`config.mk`:
```
export PLATFORM = sky130hd
export DESIGN_NAME = array3d_autoinc_writer_flat
export DESIGN_NICKNAME = d
export VERILOG_FILES = /design/src/rtl/array3d_pkg.sv /design/src/rtl/array3d_autoinc_writer_if.sv /design/src/rtl/array3d_rd_port.sv /design/src/rtl/array3d_autoinc_writer.sv /design/src/flat_wrapper.sv
export SDC_FILE = /design/constraint.sdc
export NUM_CORES = 2
export LEC_CHECK = 0
export BUFFER_PORTS_ARGS = -buffer_cell sky130_fd_sc_hd__buf_2
export CAP_MARGIN = 20
export CORE_ASPECT_RATIO = 0.9
export CORE_MARGIN = 2
export CORE_UTILIZATION = 35
export CTS_CLUSTER_DIAMETER = 50
export DETAILED_ROUTE_END_ITERATION = 6
export PLACE_DENSITY = 0.54
export RECOVER_POWER = 25
export SETUP_SLACK_MARGIN = 0.1
export SYNTH_ARGS = -nofsm -noshare
export SYNTH_HDL_FRONTEND = slang
export SYNTH_SLANG_ARGS = --single-unit
```
`constraint.sdc`:
```
create_clock -name clk -period 8.8 [get_ports clk]
set_input_delay 0.88 -clock clk [delete_from_list [all_inputs] [get_ports clk]]
set_output_delay 0.88 -clock clk [all_outputs]
set_load 0.1 [all_outputs]
```
`src/rtl/array3d_pkg.sv`:
```
// Shared types and helpers for the 3-D array writer: opcodes, FSM states,
// default dimensions, linear addressing and modulo-N cursor stepping.
package array3d_pkg;

  localparam int unsigned D0 = 2;
  localparam int unsigned D1 = 3;
  localparam int unsigned D2 = 4;
  localparam int unsigned N  = D0 * D1 * D2;

  typedef enum logic [2:0] {
    OP_NOP        = 3'd0,
    OP_SETPOS     = 3'd1,
    OP_WR_PREINC  = 3'd2,
    OP_WR_POSTINC = 3'd3,
    OP_WR_PREDEC  = 3'd4,
    OP_WR_POSTDEC = 3'd5,
    OP_FILL       = 3'd6,
    OP_CLEAR      = 3'd7
  } array3d_op_e;

  typedef enum logic {
    ST_IDLE  = 1'b0,
    ST_SWEEP = 1'b1
  } array3d_state_e;

  // Row-major linear address of element [i][j][k].
  function automatic int unsigned lin_addr(input int unsigned i,
                                           input int unsigned j,
                                           input int unsigned k,
                                           input int unsigned d1 = D1,
                                           input int unsigned d2 = D2);
    return i * d1 * d2 + j * d2 + k;
  endfunction

  // One cursor step up (up=1) or down (up=0), wrapping modulo n. The 32-bit
  // working width leaves headroom above the cursor width, so p+1 never
  // overflows before the wrap compare; n need not be a power of two.
  function automatic int unsigned pos_step(input int unsigned p,
                                           input logic        up,
                                           input int unsigned n = N);
    if (up) return (p + 32'd1 == n) ? 32'd0 : p + 32'd1;
    else    return (p == 32'd0) ? n - 32'd1 : p - 32'd1;
  endfunction

endpackage

```
`src/rtl/array3d_autoinc_writer_if.sv`:
```
// Command, status and read-port bundle of the 3-D array writer.
// Handshake: a command transfers on a rising edge where cmd_valid && cmd_ready;
// the master holds cmd_op/cmd_pos/cmd_data stable while cmd_valid is high, and
// cmd_ready does not depend on cmd_valid.
interface array3d_autoinc_writer_if #(
  parameter int W  = 32,
  parameter int PW = 5,
  parameter int IW = 1,
  parameter int JW = 2,
  parameter int KW = 2
);
  import array3d_pkg::*;

  logic           cmd_valid;
  logic           cmd_ready;
  logic [2:0]     cmd_op;
  logic [PW-1:0]  cmd_pos;
  logic [W-1:0]   cmd_data;
  logic [PW-1:0]  pos;
  logic           busy;
  logic           wr_done;
  logic           cmd_err;
  logic [IW-1:0]  rd_i;
  logic [JW-1:0]  rd_j;
  logic [KW-1:0]  rd_k;
  logic [W-1:0]   rd_data;
  logic           rd_err;
  array3d_state_e dbg_state;

  modport master (
    output cmd_valid, cmd_op, cmd_pos, cmd_data, rd_i, rd_j, rd_k,
    input  cmd_ready, pos, busy, wr_done, cmd_err, rd_data, rd_err, dbg_state
  );

  modport slave (
    input  cmd_valid, cmd_op, cmd_pos, cmd_data, rd_i, rd_j, rd_k,
    output cmd_ready, pos, busy, wr_done, cmd_err, rd_data, rd_err, dbg_state
  );

endinterface

```
`src/rtl/array3d_rd_port.sv`:
```
// Registered read port: range-checks the three indices, linearises them and
// registers the addressed element one cycle later.
module array3d_rd_port #(
  parameter int unsigned D0 = 2,
  parameter int unsigned D1 = 3,
  parameter int unsigned D2 = 4,
  parameter int unsigned W  = 32,
  parameter int          IW = 1,
  parameter int          JW = 2,
  parameter int          KW = 2
) (
  input  logic          clk,
  input  logic          rst_n,
  input  logic [IW-1:0] rd_i,
  input  logic [JW-1:0] rd_j,
  input  logic [KW-1:0] rd_k,
  input  logic [W-1:0]  mem [D0*D1*D2],
  output logic [W-1:0]  rd_data,
  output logic          rd_err
);
  import array3d_pkg::*;

  localparam int unsigned NN = D0 * D1 * D2;
  localparam int AW = (NN > 1) ? $clog2(NN) : 1;

  logic          oob;
  logic [AW-1:0] lin;

  assign oob = (32'(rd_i) >= D0) || (32'(rd_j) >= D1) || (32'(rd_k) >= D2);
  assign lin = AW'(lin_addr(32'(rd_i), 32'(rd_j), 32'(rd_k), D1, D2));

  // Sample the addressed element; out-of-range indices read as zero with rd_err.
  always_ff @(posedge clk or negedge rst_n) begin
    if (!rst_n) begin
      rd_data <= '0;
      rd_err  <= 1'b0;
    end else if (oob) begin
      rd_data <= '0;
      rd_err  <= 1'b1;
    end else begin
      rd_data <= mem[lin];
      rd_err  <= 1'b0;
    end
  end

endmodule

```
`src/rtl/array3d_autoinc_writer.sv`:
```
// Array storage, linear cursor and fill/clear sweep FSM for the 2x3x4 array.
// Single-entry writes use C-style pre/post increment/decrement addressing;
// FILL/CLEAR sweep all N entries, one per cycle, while cmd_ready is low.
module array3d_autoinc_writer #(
  parameter int unsigned D0 = array3d_pkg::D0,
  parameter int unsigned D1 = array3d_pkg::D1,
  parameter int unsigned D2 = array3d_pkg::D2,
  parameter int unsigned W  = 32
) (
  input logic                    clk,
  input logic                    rst_n,
  array3d_autoinc_writer_if.slave bus
);
  import array3d_pkg::*;

  localparam int unsigned NN = D0 * D1 * D2;
  localparam int PW = (NN > 1) ? $clog2(NN) : 1;
  localparam int IW = (D0 > 1) ? $clog2(D0) : 1;
  localparam int JW = (D1 > 1) ? $clog2(D1) : 1;
  localparam int KW = (D2 > 1) ? $clog2(D2) : 1;
  localparam logic [PW-1:0] LAST = PW'(NN - 1);

  array3d_state_e state_q, state_d;
  array3d_op_e    op;
  logic [PW-1:0]  pos_q, pos_d;
  logic [PW-1:0]  sc_q;
  logic [W-1:0]   base_q;
  logic           clear_q;
  logic           done_q, done_d;
  logic           err_q, err_d;
  logic           accept;
  logic           wr_en;
  logic [PW-1:0]  wr_addr;
  logic [W-1:0]   wr_val;
  logic [W-1:0]   mem [NN];

  assign op     = array3d_op_e'(bus.cmd_op);
  assign accept = bus.cmd_valid && (state_q == ST_IDLE);

  // Next state, cursor, write port and completion pulses.
  always_comb begin
    state_d = state_q;
    pos_d   = pos_q;
    wr_en   = 1'b0;
    wr_addr = pos_q;
    wr_val  = bus.cmd_data;
    done_d  = 1'b0;
    err_d   = 1'b0;
    case (state_q)
      ST_IDLE: begin
        if (accept) begin
          done_d = 1'b1;
          case (op)
            OP_SETPOS: begin
              if (bus.cmd_pos <= LAST) pos_d = bus.cmd_pos;
              else                     err_d = 1'b1;
            end
            OP_WR_PREINC: begin
              pos_d   = PW'(pos_step(32'(pos_q), 1'b1, NN));
              wr_en   = 1'b1;
              wr_addr = pos_d;
            end
            OP_WR_POSTINC: begin
              pos_d = PW'(pos_step(32'(pos_q), 1'b1, NN));
              wr_en = 1'b1;
            end
            OP_WR_PREDEC: begin
              pos_d   = PW'(pos_step(32'(pos_q), 1'b0, NN));
              wr_en   = 1'b1;
              wr_addr = pos_d;
            end
            OP_WR_POSTDEC: begin
              pos_d = PW'(pos_step(32'(pos_q), 1'b0, NN));
              wr_en = 1'b1;
            end
            OP_FILL, OP_CLEAR: begin
              state_d = ST_SWEEP;
              done_d  = 1'b0;
            end
            default: ;
          endcase
        end
      end
      ST_SWEEP: begin
        wr_en   = 1'b1;
        wr_addr = sc_q;
        wr_val  = clear_q ? '0 : base_q + W'(sc_q);
        if (sc_q == LAST) begin
          state_d = ST_IDLE;
          done_d  = 1'b1;
        end
      end
      default: state_d = ST_IDLE;
    endcase
  end

  // Control registers: FSM state, cursor, sweep counter and latched sweep command.
  always_ff @(posedge clk or negedge rst_n) begin
    if (!rst_n) begin
      state_q <= ST_IDLE;
      pos_q   <= '0;
      sc_q    <= '0;
      base_q  <= '0;
      clear_q <= 1'b0;
      done_q  <= 1'b0;
      err_q   <= 1'b0;
    end else begin
      state_q <= state_d;
      pos_q   <= pos_d;
      done_q  <= done_d;
      err_q   <= err_d;
      if (accept && (op == OP_FILL || op == OP_CLEAR)) begin
        base_q  <= bus.cmd_data;
        clear_q <= (op == OP_CLEAR);
        sc_q    <= '0;
      end else if (state_q == ST_SWEEP) begin
        sc_q <= (sc_q == LAST) ? '0 : sc_q + 1'b1;
      end
    end
  end

  // Array storage; reset clears every entry asynchronously, aborting any sweep.
  always_ff @(posedge clk or negedge rst_n) begin
    if (!rst_n) begin
      for (int n = 0; n < int'(NN); n++) mem[n] <= '0;
    end else if (wr_en) begin
      mem[wr_addr] <= wr_val;
    end
  end

  array3d_rd_port #(
    .D0(D0), .D1(D1), .D2(D2), .W(W), .IW(IW), .JW(JW), .KW(KW)
  ) u_rd_port (
    .clk    (clk),
    .rst_n  (rst_n),
    .rd_i   (bus.rd_i),
    .rd_j   (bus.rd_j),
    .rd_k   (bus.rd_k),
    .mem    (mem),
    .rd_data(bus.rd_data),
    .rd_err (bus.rd_err)
  );

  assign bus.cmd_ready = (state_q == ST_IDLE);
  assign bus.busy      = (state_q == ST_SWEEP);
  assign bus.pos       = pos_q;
  assign bus.wr_done   = done_q;
  assign bus.cmd_err   = err_q;
  assign bus.dbg_state = state_q;

endmodule
```
`src/flat_wrapper.sv`:
```
// flat-port wrapper written by rule: the top's interface ports become plain ports
module array3d_autoinc_writer_flat import array3d_pkg::*;
#(
  parameter int unsigned D0 = array3d_pkg::D0,
  parameter int unsigned D1 = array3d_pkg::D1,
  parameter int unsigned D2 = array3d_pkg::D2,
  parameter int unsigned W  = 32
)
  (clk, rst_n, bus_cmd_valid, bus_cmd_op, bus_cmd_pos, bus_cmd_data, bus_rd_i, bus_rd_j, bus_rd_k, bus_cmd_ready, bus_pos, bus_busy, bus_wr_done, bus_cmd_err, bus_rd_data, bus_rd_err, bus_dbg_state);
  array3d_autoinc_writer_if #(.W(W)) bus_i ();
  input logic clk;
  input logic rst_n;
  input wire logic [$bits(bus_i.cmd_valid)-1:0] bus_cmd_valid;
  input wire logic [$bits(bus_i.cmd_op)-1:0] bus_cmd_op;
  input wire logic [$bits(bus_i.cmd_pos)-1:0] bus_cmd_pos;
  input wire logic [$bits(bus_i.cmd_data)-1:0] bus_cmd_data;
  input wire logic [$bits(bus_i.rd_i)-1:0] bus_rd_i;
  input wire logic [$bits(bus_i.rd_j)-1:0] bus_rd_j;
  input wire logic [$bits(bus_i.rd_k)-1:0] bus_rd_k;
  output wire logic [$bits(bus_i.cmd_ready)-1:0] bus_cmd_ready;
  output wire logic [$bits(bus_i.pos)-1:0] bus_pos;
  output wire logic [$bits(bus_i.busy)-1:0] bus_busy;
  output wire logic [$bits(bus_i.wr_done)-1:0] bus_wr_done;
  output wire logic [$bits(bus_i.cmd_err)-1:0] bus_cmd_err;
  output wire logic [$bits(bus_i.rd_data)-1:0] bus_rd_data;
  output wire logic [$bits(bus_i.rd_err)-1:0] bus_rd_err;
  output wire logic [$bits(bus_i.dbg_state)-1:0] bus_dbg_state;
  assign bus_i.cmd_valid = bus_cmd_valid;
  assign bus_i.cmd_op = bus_cmd_op;
  assign bus_i.cmd_pos = bus_cmd_pos;
  assign bus_i.cmd_data = bus_cmd_data;
  assign bus_i.rd_i = bus_rd_i;
  assign bus_i.rd_j = bus_rd_j;
  assign bus_i.rd_k = bus_rd_k;
  assign bus_cmd_ready = bus_i.cmd_ready;
  assign bus_pos = bus_i.pos;
  assign bus_busy = bus_i.busy;
  assign bus_wr_done = bus_i.wr_done;
  assign bus_cmd_err = bus_i.cmd_err;
  assign bus_rd_data = bus_i.rd_data;
  assign bus_rd_err = bus_i.rd_err;
  assign bus_dbg_state = bus_i.dbg_state;
  array3d_autoinc_writer #(.D0(D0), .D1(D1), .D2(D2), .W(W)) u_core (.clk(clk), .rst_n(rst_n), .bus(bus_i));
endmodule
```
==> reports/results.ini <==
[pwr]
power_mw = 16.74
power.leakage_nw = 20.48
power_density_mw_per_mm2 = 373.1
peakVddDrop_mv = 0.2261

[critical_path]
crit_type = reg -> reg
cp_num_buf_inv = 3
start_kind = flip-flop
crit_chain = clkbuf_1 > inv_1 > o2111a_2 > nand2b_1 > nor2_4 > buf_4 > mux2_2
crit_required_ns = 9.33
crit_fanout = 49
critPathMaxStageDelay_ns = 1.64
worst_path_max_delay_cell = clkbuf_1
endpoint_kind = flip-flop
path_delay_family = buffers and inverters
cp.arrival_ns = 6.12

[logic_synthesis]
synth-edff-count = 0
synth-seq-cells = 847
syn-num-nets = 2620
syn_area_sq_mm = 0.03945
postSynth.asyncResetShare = 1.000
yosys_warnings = 0
synth_cell_types = 65
synthCells = 2558
yosys_most_used_dff = dfrtp_1
avgSynthCellArea_sq_um = 15.42
ys_seq_area_frac = 0.5373

[route]
via_count = 22640
drc_errors = 0
first_pass_iters = 5
wl_um = 109800
vias_per_cell = 5.443
avgRoutedWirePerCell_um = 26.40
ant_nets = 0
first_iter_violations = 1574

[global_route]
gr-total-overflow = 0
grt_max_degree = 188
use_met3 = 0.03287
grtUsageTotal = 0.1940
grt_busiest_layer = met2
use_met1 = 0.2804
grt_pass1_wl_um = 165800
antenna_found_initial = 2
grt_use_met2 = 0.3008
grt_pass1_vias = 24870

[clocking]
cts_tree = built
clk_pin_slew_ns = 0.06
cts_resized = 0
clockBufferDepth = 3
postCtsHoldBufs = 0
cts-buffers-inserted = 101
clk_latency_ns = 0.67
ctsHtreeMaxLevel = 3
cts.sinks = 847
cts_root_buffer = clkbuf_16
postCtsSetupBuffers = 0

[timing]
setup-violations-final = 0
post-route-period-util = 0.6347
finalWorstSetupSlack_ns = 3.214
fin_skew_ns = 0.03216
hold_viol = 0
slew_headroom = -1.994
finalMaxSlewViolations = 159
rsz0062_at_grt = no
max_freq_mhz = 179.0
tightest_slew_ns = 4.492
period_needed_ns = 5.586
tns_ns = 0
timing.hold.ws_ns = 0.4823

[place]
placedCellCount = 3969
postPlaceCellArea_sq_mm = 0.04145
gp_congestion = 0.7677
hpwl_um = 62850
dp_slack_ns = 4.553
io_buffers = 90

[floorplan]
std_cell_rows = 116
die_x_um = 357.9
die-area_sq_mm = 0.1154
chipHeight_um = 322.5
pin_count = 91
core_area_sq_mm = 0.1115
start_util = 0.3539

[cells_and_area]
final_core_utilization = 0.4026
syn_to_final_growth_pct = 13.77
nNetsFinal = 2662
final_common_cell = dfrtp_1
layout-drive-gt1-share = 0.4806
fin_area_sq_mm = 0.04488
mostFrequentLayoutCells = dfrtp_1 (846), mux2_2 (630), mux4_2 (224)
final_cells = 4160

[outcome]
failed_checks = capacitance limit, slew limit
run_status = complete, but fails checks

[worst_hold_path]
hold_class = reg -> reg

[job]
drv_cap = 3

layout make-up:
| cell class | count | area [sq um] |
|---|---|---|
| fill | 10210 | 66590 |
| sequential | 847 | 21200 |
| multi-input combinational | 1437 | 17100 |
| clock buffer | 135 | 2879 |
| tap | 1475 | 1846 |
| timing repair buffer | 165 | 1170 |
| clock inverter | 52 | 504.2 |
| inverter | 48 | 180.2 |
| antenna | 1 | 2.502 |
flip-flops by register name (all words and copies together), names as in the netlist:
register	cells
u_core.mem	768
u_core.base_q	32
u_core.u_rd_port.rd_data	32
u_core.bus.pos	5
u_core.sc_q	5
u_core.bus.busy	1
u_core.bus.cmd_err	1
u_core.bus.wr_done	1
u_core.clear_q	1
u_core.u_rd_port.rd_err	1
cell families (layout without fill, tap and decap cells):
kind of cell	Yosys count	count (layout)	synth area share
buf+inv	274	400	0.03343
other cells	0	1	0
mux	1033	1033	0.3642
flops	847	847	0.5373
simple gates	202	202	0.02623
compound gates	154	154	0.02639
fa+ha+maj	14	14	0.004821
xor+xnor	34	34	0.007549
power breakdown:
part	switching, mW	total (mW)	internal [mW]
Clock	1.72	4.19	2.46
Sequential	0.869	6.31	5.44
Combinational	3.43	6.24	2.81
Total	6.03	16.7	10.7
worst paths after layout:
path | slack (ns) | depth (start not counted) | start | end
min in group asynchronous | 1.83 | 1 | rst_n | u_core.mem[545]$_DFFE_PN0P_
worst max register to register | 3.21 | 7 | u_core.bus.busy$_DFF_PN0_ | u_core.mem[43]$_DFFE_PN0P_
worst max-delay path | 3.21 | 7 | u_core.bus.busy$_DFF_PN0_ | u_core.mem[43]$_DFFE_PN0P_
max in group asynchronous | 3.41 | 3 | rst_n | u_core.mem[84]$_DFFE_PN0P_
worst min register to register | 0.48 | 1 | u_core.mem[56]$_DFFE_PN0P_ | u_core.mem[56]$_DFFE_PN0P_
worst min-delay path | 0.48 | 1 | u_core.mem[56]$_DFFE_PN0P_ | u_core.mem[56]$_DFFE_PN0P_
cell usage after synthesis, types with 5 or more instances:
master       n  area [sq um]
o21ai_0     36         180.2
nand2_1     62         232.7
buf_1        9         33.78
and2_1       5         31.28
nor2b_1      6         37.54
ha_1        12         150.1
clkbuf_1   120         450.4
o22ai_1     28         175.2
nor3_1       7         35.03
buf_4        8         60.06
buf_6       19         214.0
nor2_1      53         198.9
nand3_1     17         85.08
buf_2       66         330.3
xor2_1      16         140.1
mux2_2     630          7094
nand4_1      8         50.05
o2bb2ai_1    6         52.55
mux2_4      57         855.8
dfrtp_1    847         21200
mux4_2     224          5045
mux2_1     121          1363
nor2_2       6         37.54
a21oi_1     15         75.07
o31ai_1      5         37.54
a22oi_1     34         255.2
inv_1       48         180.2
nand2b_1     9         56.30
xnor2_1     18         157.7
metal layers:
| layer | share of wire | routed length, um | vias to the layer above |
|---|---|---|---|
| met4 | 0.025 | 2782 | 0 |
| met5 | 0 | 0 | - |
| met2 | 0.46 | 50290 | 565 |
| li1 | - | - | 9527 |
| met3 | 0.044 | 4877 | 175 |
| met1 | 0.47 | 51880 | 12380 |
Note: power is estimated with default switching activity, not from simulation.
